File: src/rtl/axis_loopback_pkg.sv
// Shared constants and width helpers for the AXI-Stream loopback FIFO.
package axis_loopback_pkg;

    // Width of the completed-packet counter on the master side.
    localparam int PKT_CNT_W = 16;

    // Ceiling log2, usable in parameter and port-width expressions.
    function automatic int clog2(input int value);
        int r;
        r = 0;
        for (int i = 0; i < 32; i++) begin
            if ((1 << r) < value) begin
                r = r + 1;
            end
        end
        return r;
    endfunction

    // Pointer width: one extra MSB separates the full and empty cases.
    function automatic int ptr_w(input int depth);
        return clog2(depth) + 1;
    endfunction

    // Storage entry width: tdata plus tlast.
    function automatic int entry_w(input int width);
        return width + 1;
    endfunction

endpackage

File: src/rtl/axis_fifo_mem.sv
// FIFO storage array: registered write port, combinational read port.
module axis_fifo_mem
    import axis_loopback_pkg::*;
#(
    parameter int ENTRY_W = 9,
    parameter int DEPTH   = 16,
    localparam int ADDR_W = clog2(DEPTH)
) (
    input  logic               clk_i,
    input  logic               wr_en_i,
    input  logic [ADDR_W-1:0]  wr_addr_i,
    input  logic [ENTRY_W-1:0] wr_data_i,
    input  logic [ADDR_W-1:0]  rd_addr_i,
    output logic [ENTRY_W-1:0] rd_data_o
);

    logic [ENTRY_W-1:0] mem_q [DEPTH];

    // Write port: storage is not reset, pointers alone define what is valid.
    always_ff @(posedge clk_i) begin
        if (wr_en_i) begin
            mem_q[wr_addr_i] <= wr_data_i;
        end
    end

    // Read port is combinational so the head entry falls through to the output.
    assign rd_data_o = mem_q[rd_addr_i];

endmodule

File: src/rtl/axis_loopback_fifo.sv
// Elastic AXI-Stream loopback: slave beats are buffered as {tlast, tdata}
// and replayed on the master side, either cut-through or store-and-forward.
//
// Handshake rule on both streams: a beat transfers on a rising edge where
// tvalid and tready are both high; tvalid never depends on tready, and once
// m_axis_tvalid is high it and the presented beat stay stable until taken.
module axis_loopback_fifo
    import axis_loopback_pkg::*;
#(
    parameter int c_WIDTH       = 8,
    parameter int c_DEPTH       = 16,
    parameter int c_PACKET_MODE = 0
) (
    input  logic                  clk,
    input  logic                  rst,
    input  logic [c_WIDTH-1:0]    s_axis_tdata,
    input  logic                  s_axis_tvalid,
    output logic                  s_axis_tready,
    input  logic                  s_axis_tlast,
    output logic [c_WIDTH-1:0]    m_axis_tdata,
    output logic                  m_axis_tvalid,
    input  logic                  m_axis_tready,
    output logic                  m_axis_tlast,
    output logic [clog2(c_DEPTH):0] occupancy,
    output logic [PKT_CNT_W-1:0]  pkt_count
);

    localparam int PTR_W   = ptr_w(c_DEPTH);
    localparam int ADDR_W  = PTR_W - 1;
    localparam int ENTRY_W = entry_w(c_WIDTH);
    localparam logic [PTR_W-1:0] DEPTH_P = PTR_W'(c_DEPTH);

    logic [PTR_W-1:0]     wr_ptr_q, wr_ptr_d;
    logic [PTR_W-1:0]     rd_ptr_q, rd_ptr_d;
    logic [PTR_W-1:0]     stored_q, stored_d;
    logic                 cut_q, cut_d;
    logic                 s_ready_q, s_ready_d;
    logic [PKT_CNT_W-1:0] pkt_q, pkt_d;

    logic [PTR_W-1:0]   occ;
    logic [PTR_W-1:0]   occ_d;
    logic               full;
    logic               empty;
    logic               m_valid;
    logic               wr_en;
    logic               rd_en;
    logic               wr_last;
    logic               rd_last;
    logic [ENTRY_W-1:0] rd_data;

    assign occ     = wr_ptr_q - rd_ptr_q;
    assign full    = (occ == DEPTH_P);
    assign empty   = (occ == '0);
    assign wr_en   = s_axis_tvalid && s_ready_q;
    assign rd_en   = m_valid && m_axis_tready;
    assign wr_last = wr_en && s_axis_tlast;
    assign rd_last = rd_en && rd_data[c_WIDTH];

    axis_fifo_mem #(
        .ENTRY_W (ENTRY_W),
        .DEPTH   (c_DEPTH)
    ) u_mem (
        .clk_i     (clk),
        .wr_en_i   (wr_en),
        .wr_addr_i (wr_ptr_q[ADDR_W-1:0]),
        .wr_data_i ({s_axis_tlast, s_axis_tdata}),
        .rd_addr_i (rd_ptr_q[ADDR_W-1:0]),
        .rd_data_o (rd_data)
    );

    // Master valid: cut-through shows any stored word; store-and-forward waits
    // for a complete packet, or for a full FIFO (a packet longer than the
    // FIFO), after which the rest of that packet keeps flowing via cut_q.
    always_comb begin
        m_valid = 1'b0;
        if (c_PACKET_MODE == 0) begin
            m_valid = !empty;
        end else begin
            m_valid = !empty && ((stored_q != '0) || full || cut_q);
        end
    end

    // Next-state: pointers, registered ready, packet bookkeeping.
    always_comb begin
        wr_ptr_d  = wr_ptr_q + PTR_W'(wr_en);
        rd_ptr_d  = rd_ptr_q + PTR_W'(rd_en);
        occ_d     = wr_ptr_d - rd_ptr_d;
        s_ready_d = (occ_d != DEPTH_P);
        stored_d  = stored_q;
        if (wr_last && !rd_last) begin
            stored_d = stored_q + 1'b1;
        end else if (rd_last && !wr_last) begin
            stored_d = stored_q - 1'b1;
        end
        cut_d = cut_q;
        if (rd_last) begin
            cut_d = 1'b0;
        end else if (full && (stored_q == '0)) begin
            cut_d = 1'b1;
        end
        pkt_d = pkt_q + PKT_CNT_W'(rd_last);
    end

    // State registers with asynchronous clear; partial packets are dropped.
    always_ff @(posedge clk or posedge rst) begin
        if (rst) begin
            wr_ptr_q  <= '0;
            rd_ptr_q  <= '0;
            stored_q  <= '0;
            cut_q     <= 1'b0;
            s_ready_q <= 1'b0;
            pkt_q     <= '0;
        end else begin
            wr_ptr_q  <= wr_ptr_d;
            rd_ptr_q  <= rd_ptr_d;
            stored_q  <= stored_d;
            cut_q     <= cut_d;
            s_ready_q <= s_ready_d;
            pkt_q     <= pkt_d;
        end
    end

    assign s_axis_tready = s_ready_q;
    assign m_axis_tvalid = m_valid;
    assign m_axis_tdata  = rd_data[c_WIDTH-1:0];
    assign m_axis_tlast  = rd_data[c_WIDTH];
    assign occupancy     = occ;
    assign pkt_count     = pkt_q;

endmodule

File: config.mk
export PLATFORM = sky130hd
export DESIGN_NAME = axis_loopback_fifo
export DESIGN_NICKNAME = d
export VERILOG_FILES = /design/src/rtl/axis_loopback_pkg.sv /design/src/rtl/axis_fifo_mem.sv /design/src/rtl/axis_loopback_fifo.sv
export SDC_FILE = /design/constraint.sdc
export NUM_CORES = 1
export LEC_CHECK = 0
export ABC_AREA = 1
export BUFFER_PORTS_ARGS = -buffer_cell sky130_fd_sc_hd__buf_2
export CORE_ASPECT_RATIO = 1.75
export CORE_UTILIZATION = 60
export DETAILED_ROUTE_END_ITERATION = 7
export PLACE_DENSITY_LB_ADDON = 0.12
export SETUP_SLACK_MARGIN = 0.2
export SLEW_MARGIN = 25
export SYNTH_ARGS = -nofsm -noshare
export SYNTH_HDL_FRONTEND = slang
export SYNTH_SLANG_ARGS = --single-unit
File: constraint.sdc
create_clock -name clk -period 3.35 [get_ports clk]
set_clock_uncertainty 0.1 [all_clocks]
set_input_delay 0 -clock clk [delete_from_list [all_inputs] [get_ports clk]]
set_output_delay 0 -clock clk [all_outputs]
set_load 0.1 [all_outputs]
==> flow_metrics.py <==
metrics = {
    "die": {
        "ios": 45,
        "initial_core_util_pct": 61.40,
        "die-area_sq_um": 12680,
        "core_area_sq_um": 11940,
        "rows": 53,
        "die_w_microns": 85.55,
        "die_h_microns": 148.2,
    },
    "sta": {
        "tightest_slew_ns": 1.098,
        "worst_slack_ns": 0.2398,
        "slew_viol_final": 0,
        "hold_viol": 0,
        "slew_headroom_pct": 26.51,
        "setup_violations": 0,
        "fin_crit_sh_pct": 92.84,
        "max_freq_mhz": 321.5,
        "min_period_ns": 3.110,
        "rsz0062_at_grt": "yes",
    },
    "place": {
        "pre_cts_ws_ns": 0.09277,
        "gp_congestion": 0.8590,
        "numPortBuffers": 44,
        "dpl_cell_area_sq_um": 7964,
        "dp_hpwl_microns": 10800,
    },
    "flow_run": {
        "maxCapViolations": 0,
    },
    "worst_setup_path": {
        "critPathLaunchType": "flop",
        "rrSetupSlack_ns": 0.24,
        "rr_startpoint": "rd_ptr_q[0]$_DFF_PP0_",
        "crit_arrival_ns": 3.31,
        "critPathKind": "flop to flop",
        "critPathCaptureType": "flop",
        "critical_path.max_fanout": 3,
        "r2r_cells": 20,
        "worstPathRequired_ns": 3.55,
        "rr_endpoint": "s_axis_tready$_DFF_PP0_",
    },
    "drt": {
        "wl_met3_microns": 1134,
        "top_layer_used": "met4",
        "drc": 0,
        "drtIter0Drc": 496,
        "wl_met2_microns": 9560,
        "detail_route.wl_per_cell_microns": 20.18,
        "drtAntennaViolNets": 0,
        "routedLengthMet1_microns": 6129,
        "drt-total-wl_microns": 17330,
        "vias": 5113,
        "first_pass_iters": 5,
        "viasPerCell": 5.952,
    },
    "logic_synthesis": {
        "yosysSeqAreaShare_pct": 68.21,
        "synth-edff-count": 144,
        "synthCells": 638,
        "netlist_area_sq_um": 7330,
        "synth_cell_types": 30,
        "synth_flop_cell": "edfxtp_1",
        "synth_nets": 666,
        "synth-seq-cells": 171,
        "yosys_warnings": 0,
        "syn_avg_cell_area_sq_um": 11.49,
        "ys_async_sr_fraction_pct": 15.79,
    },
    "global_routing": {
        "grt_remaining_overflow": 0,
        "grt_max_degree": 76,
        "grt_pass1_wl_microns": 26540,
        "track_usage_pct": 28.36,
        "antenna_found_initial": 0,
        "grt_pass1_vias": 5171,
    },
    "finish": {
        "antenna_cells": 0,
        "drive_above_1_share_pct": 18.98,
        "n_fill_cell": 806,
        "fin_nets": 737,
        "stdcell_area_sq_um": 8808,
        "syn2layout_area_growth_pct": 20.18,
    },
    "clock_tree": {
        "cts_sinks": 171,
        "cts_max_level": 4,
        "cts_buffers": 17,
        "cts_max_path_buffers": 2,
        "insertion_delay_ns": 0.42,
        "clk_pin_slew_ns": 0.06,
        "cts_root_buffer": "clkbuf_16",
        "cts_tree": "done",
    },
    "hold_path": {
        "min_path_type": "input port to asynchronous set/reset pin",
    },
    "status": {
        "outcome": "finished, final reports clean",
    },
}
area by class of cell:
class,count,area (sq um),area share [%]
clock buffers,18,429.2,4.872
inverters,51,197.7,2.244
flip-flops and latches,171,5002,56.79
multi-input cells,389,2237,25.40
repair buffers,79,611.8,6.946
well taps,137,171.4,1.946
clock inverters,14,158.9,1.804
sequential cells by signal, summed over array words and instances (netlist names):
signal / count
s_axis_tready: 1
u_mem.mem_q: 144
wr_ptr_q: 5
rd_ptr_q: 5
pkt_count: 16
layer usage:
| layer | vias to the layer above | GRT usage [%] |
|---|---|---|
| met2 | 243 | 51.52 |
| met5 | - | 0 |
| met3 | 44 | 5.161 |
| met4 | 0 | 11.75 |
| li1 | 2348 | - |
| met1 | 2478 | 32.55 |
cells in the mapped netlist, types with 6 or more instances:
| cell type | instances | share of area [%] |
|---|---|---|
| edfxtp_1 | 144 | 59 |
| nor2_1 | 117 | 6.0 |
| nand2_1 | 89 | 4.6 |
| o21ai_0 | 65 | 4.4 |
| inv_1 | 48 | 2.5 |
| dfrtp_1 | 27 | 9.2 |
| nand3_1 | 27 | 1.8 |
| o211ai_1 | 16 | 1.6 |
| o22ai_1 | 16 | 1.4 |
| xor2_1 | 16 | 1.9 |
| buf_2 | 15 | 1.0 |
| ha_1 | 14 | 2.4 |
| buf_4 | 7 | 0.72 |
| nand4_1 | 6 | 0.51 |
per-stage QoR:
stage	TNS [ns]	std cells	hold WS, ns	util [%]
after floorplan	-0.8601	638	-0.04735	-
after global placement	0	808	0.2088	66.72
after detailed placement	0	808	-0.006392	66.72
after CTS	0	853	0.09651	72.81
after global routing	0	859	0.1614	73.79
final	0	859	0.08721	73.79
how the worst max path moves through the flow:
stage	start	endpoint	slack [ns]
after global placement	wr_ptr_q[0]$_DFF_PP0_	s_axis_tready$_DFF_PP0_	0.27
after floorplan	rd_ptr_q[0]$_DFF_PP0_	s_axis_tready$_DFF_PP0_	-0.46
after CTS	rd_ptr_q[0]$_DFF_PP0_	s_axis_tready$_DFF_PP0_	0.20
after detailed placement	wr_ptr_q[0]$_DFF_PP0_	s_axis_tready$_DFF_PP0_	0.09
final	rd_ptr_q[0]$_DFF_PP0_	s_axis_tready$_DFF_PP0_	0.24
after global routing	rd_ptr_q[0]$_DFF_PP0_	s_axis_tready$_DFF_PP0_	0.12
layout by cell type, fill, tap and decap left out, types with 2 or more instances in the layout:
| cell type | n |
|---|---|
| edfxtp_1 | 144 |
| nor2_1 | 114 |
| nand2_1 | 84 |
| o21ai_0 | 65 |
| inv_1 | 42 |
| buf_2 | 41 |
| dfrtp_1 | 25 |
| nand3_1 | 23 |
| buf_4 | 19 |
| clkbuf_16 | 18 |
| o22ai_1 | 16 |
| o211ai_1 | 16 |
| xor2_1 | 15 |
| dlygate4sd3_1 | 12 |
| ha_4 | 7 |
| nand4_1 | 6 |
| inv_2 | 5 |
| ha_1 | 5 |
| nand2_2 | 4 |
| xnor2_1 | 4 |
| buf_12 | 4 |
| clkinvlp_4 | 3 |
| clkinv_1 | 3 |
| nand3b_1 | 3 |
| nand3_4 | 3 |
| o21ai_1 | 3 |
| inv_6 | 3 |
| clkinv_4 | 3 |
| a21oi_1 | 2 |
| nor3_4 | 2 |
| nor2_4 | 2 |
| nor2_2 | 2 |
| nor3_2 | 2 |
| ha_2 | 2 |
| inv_8 | 2 |
| bufinv_16 | 2 |
| dfrtp_2 | 2 |
cell families after synthesis:
family	Yosys count	synth area share, %
flops	171	68.21
compound gates	104	7.955
simple gates	249	13.79
xor+xnor	21	2.509
buf+inv	78	4.865
fa+ha+maj	15	2.663
critical path, stage by stage, from the launching register on:
cell	delay, ns
dfrtp_2	0.44
ha_4	0.18
fa_2	0.41
nand3b_1	0.20
nand2_1	0.08
nand2_1	0.06
nand2_2	0.09
nand3_4	0.09
nand2_4	0.07
inv_2	0.04
ha_4	0.16
ha_4	0.27
inv_2	0.04
ha_4	0.28
nand2_2	0.06
nand2_2	0.06
nand2_2	0.06
nand2_1	0.07
nand3_1	0.06
nor2_1	0.10
nand3_1	0.09
what timing repair did:
action,in CTS,in global routing
setup buffers,1,5
setup endpoints to repair,1,7
cloned,0,1
hold endpoints to repair,174,0
hold buffers,12,0
gates resized for setup,3,8
pin swaps,1,12
Power is not shown: default switching activity piles up to over one toggle a cycle in this logic, so the estimate is an artifact.
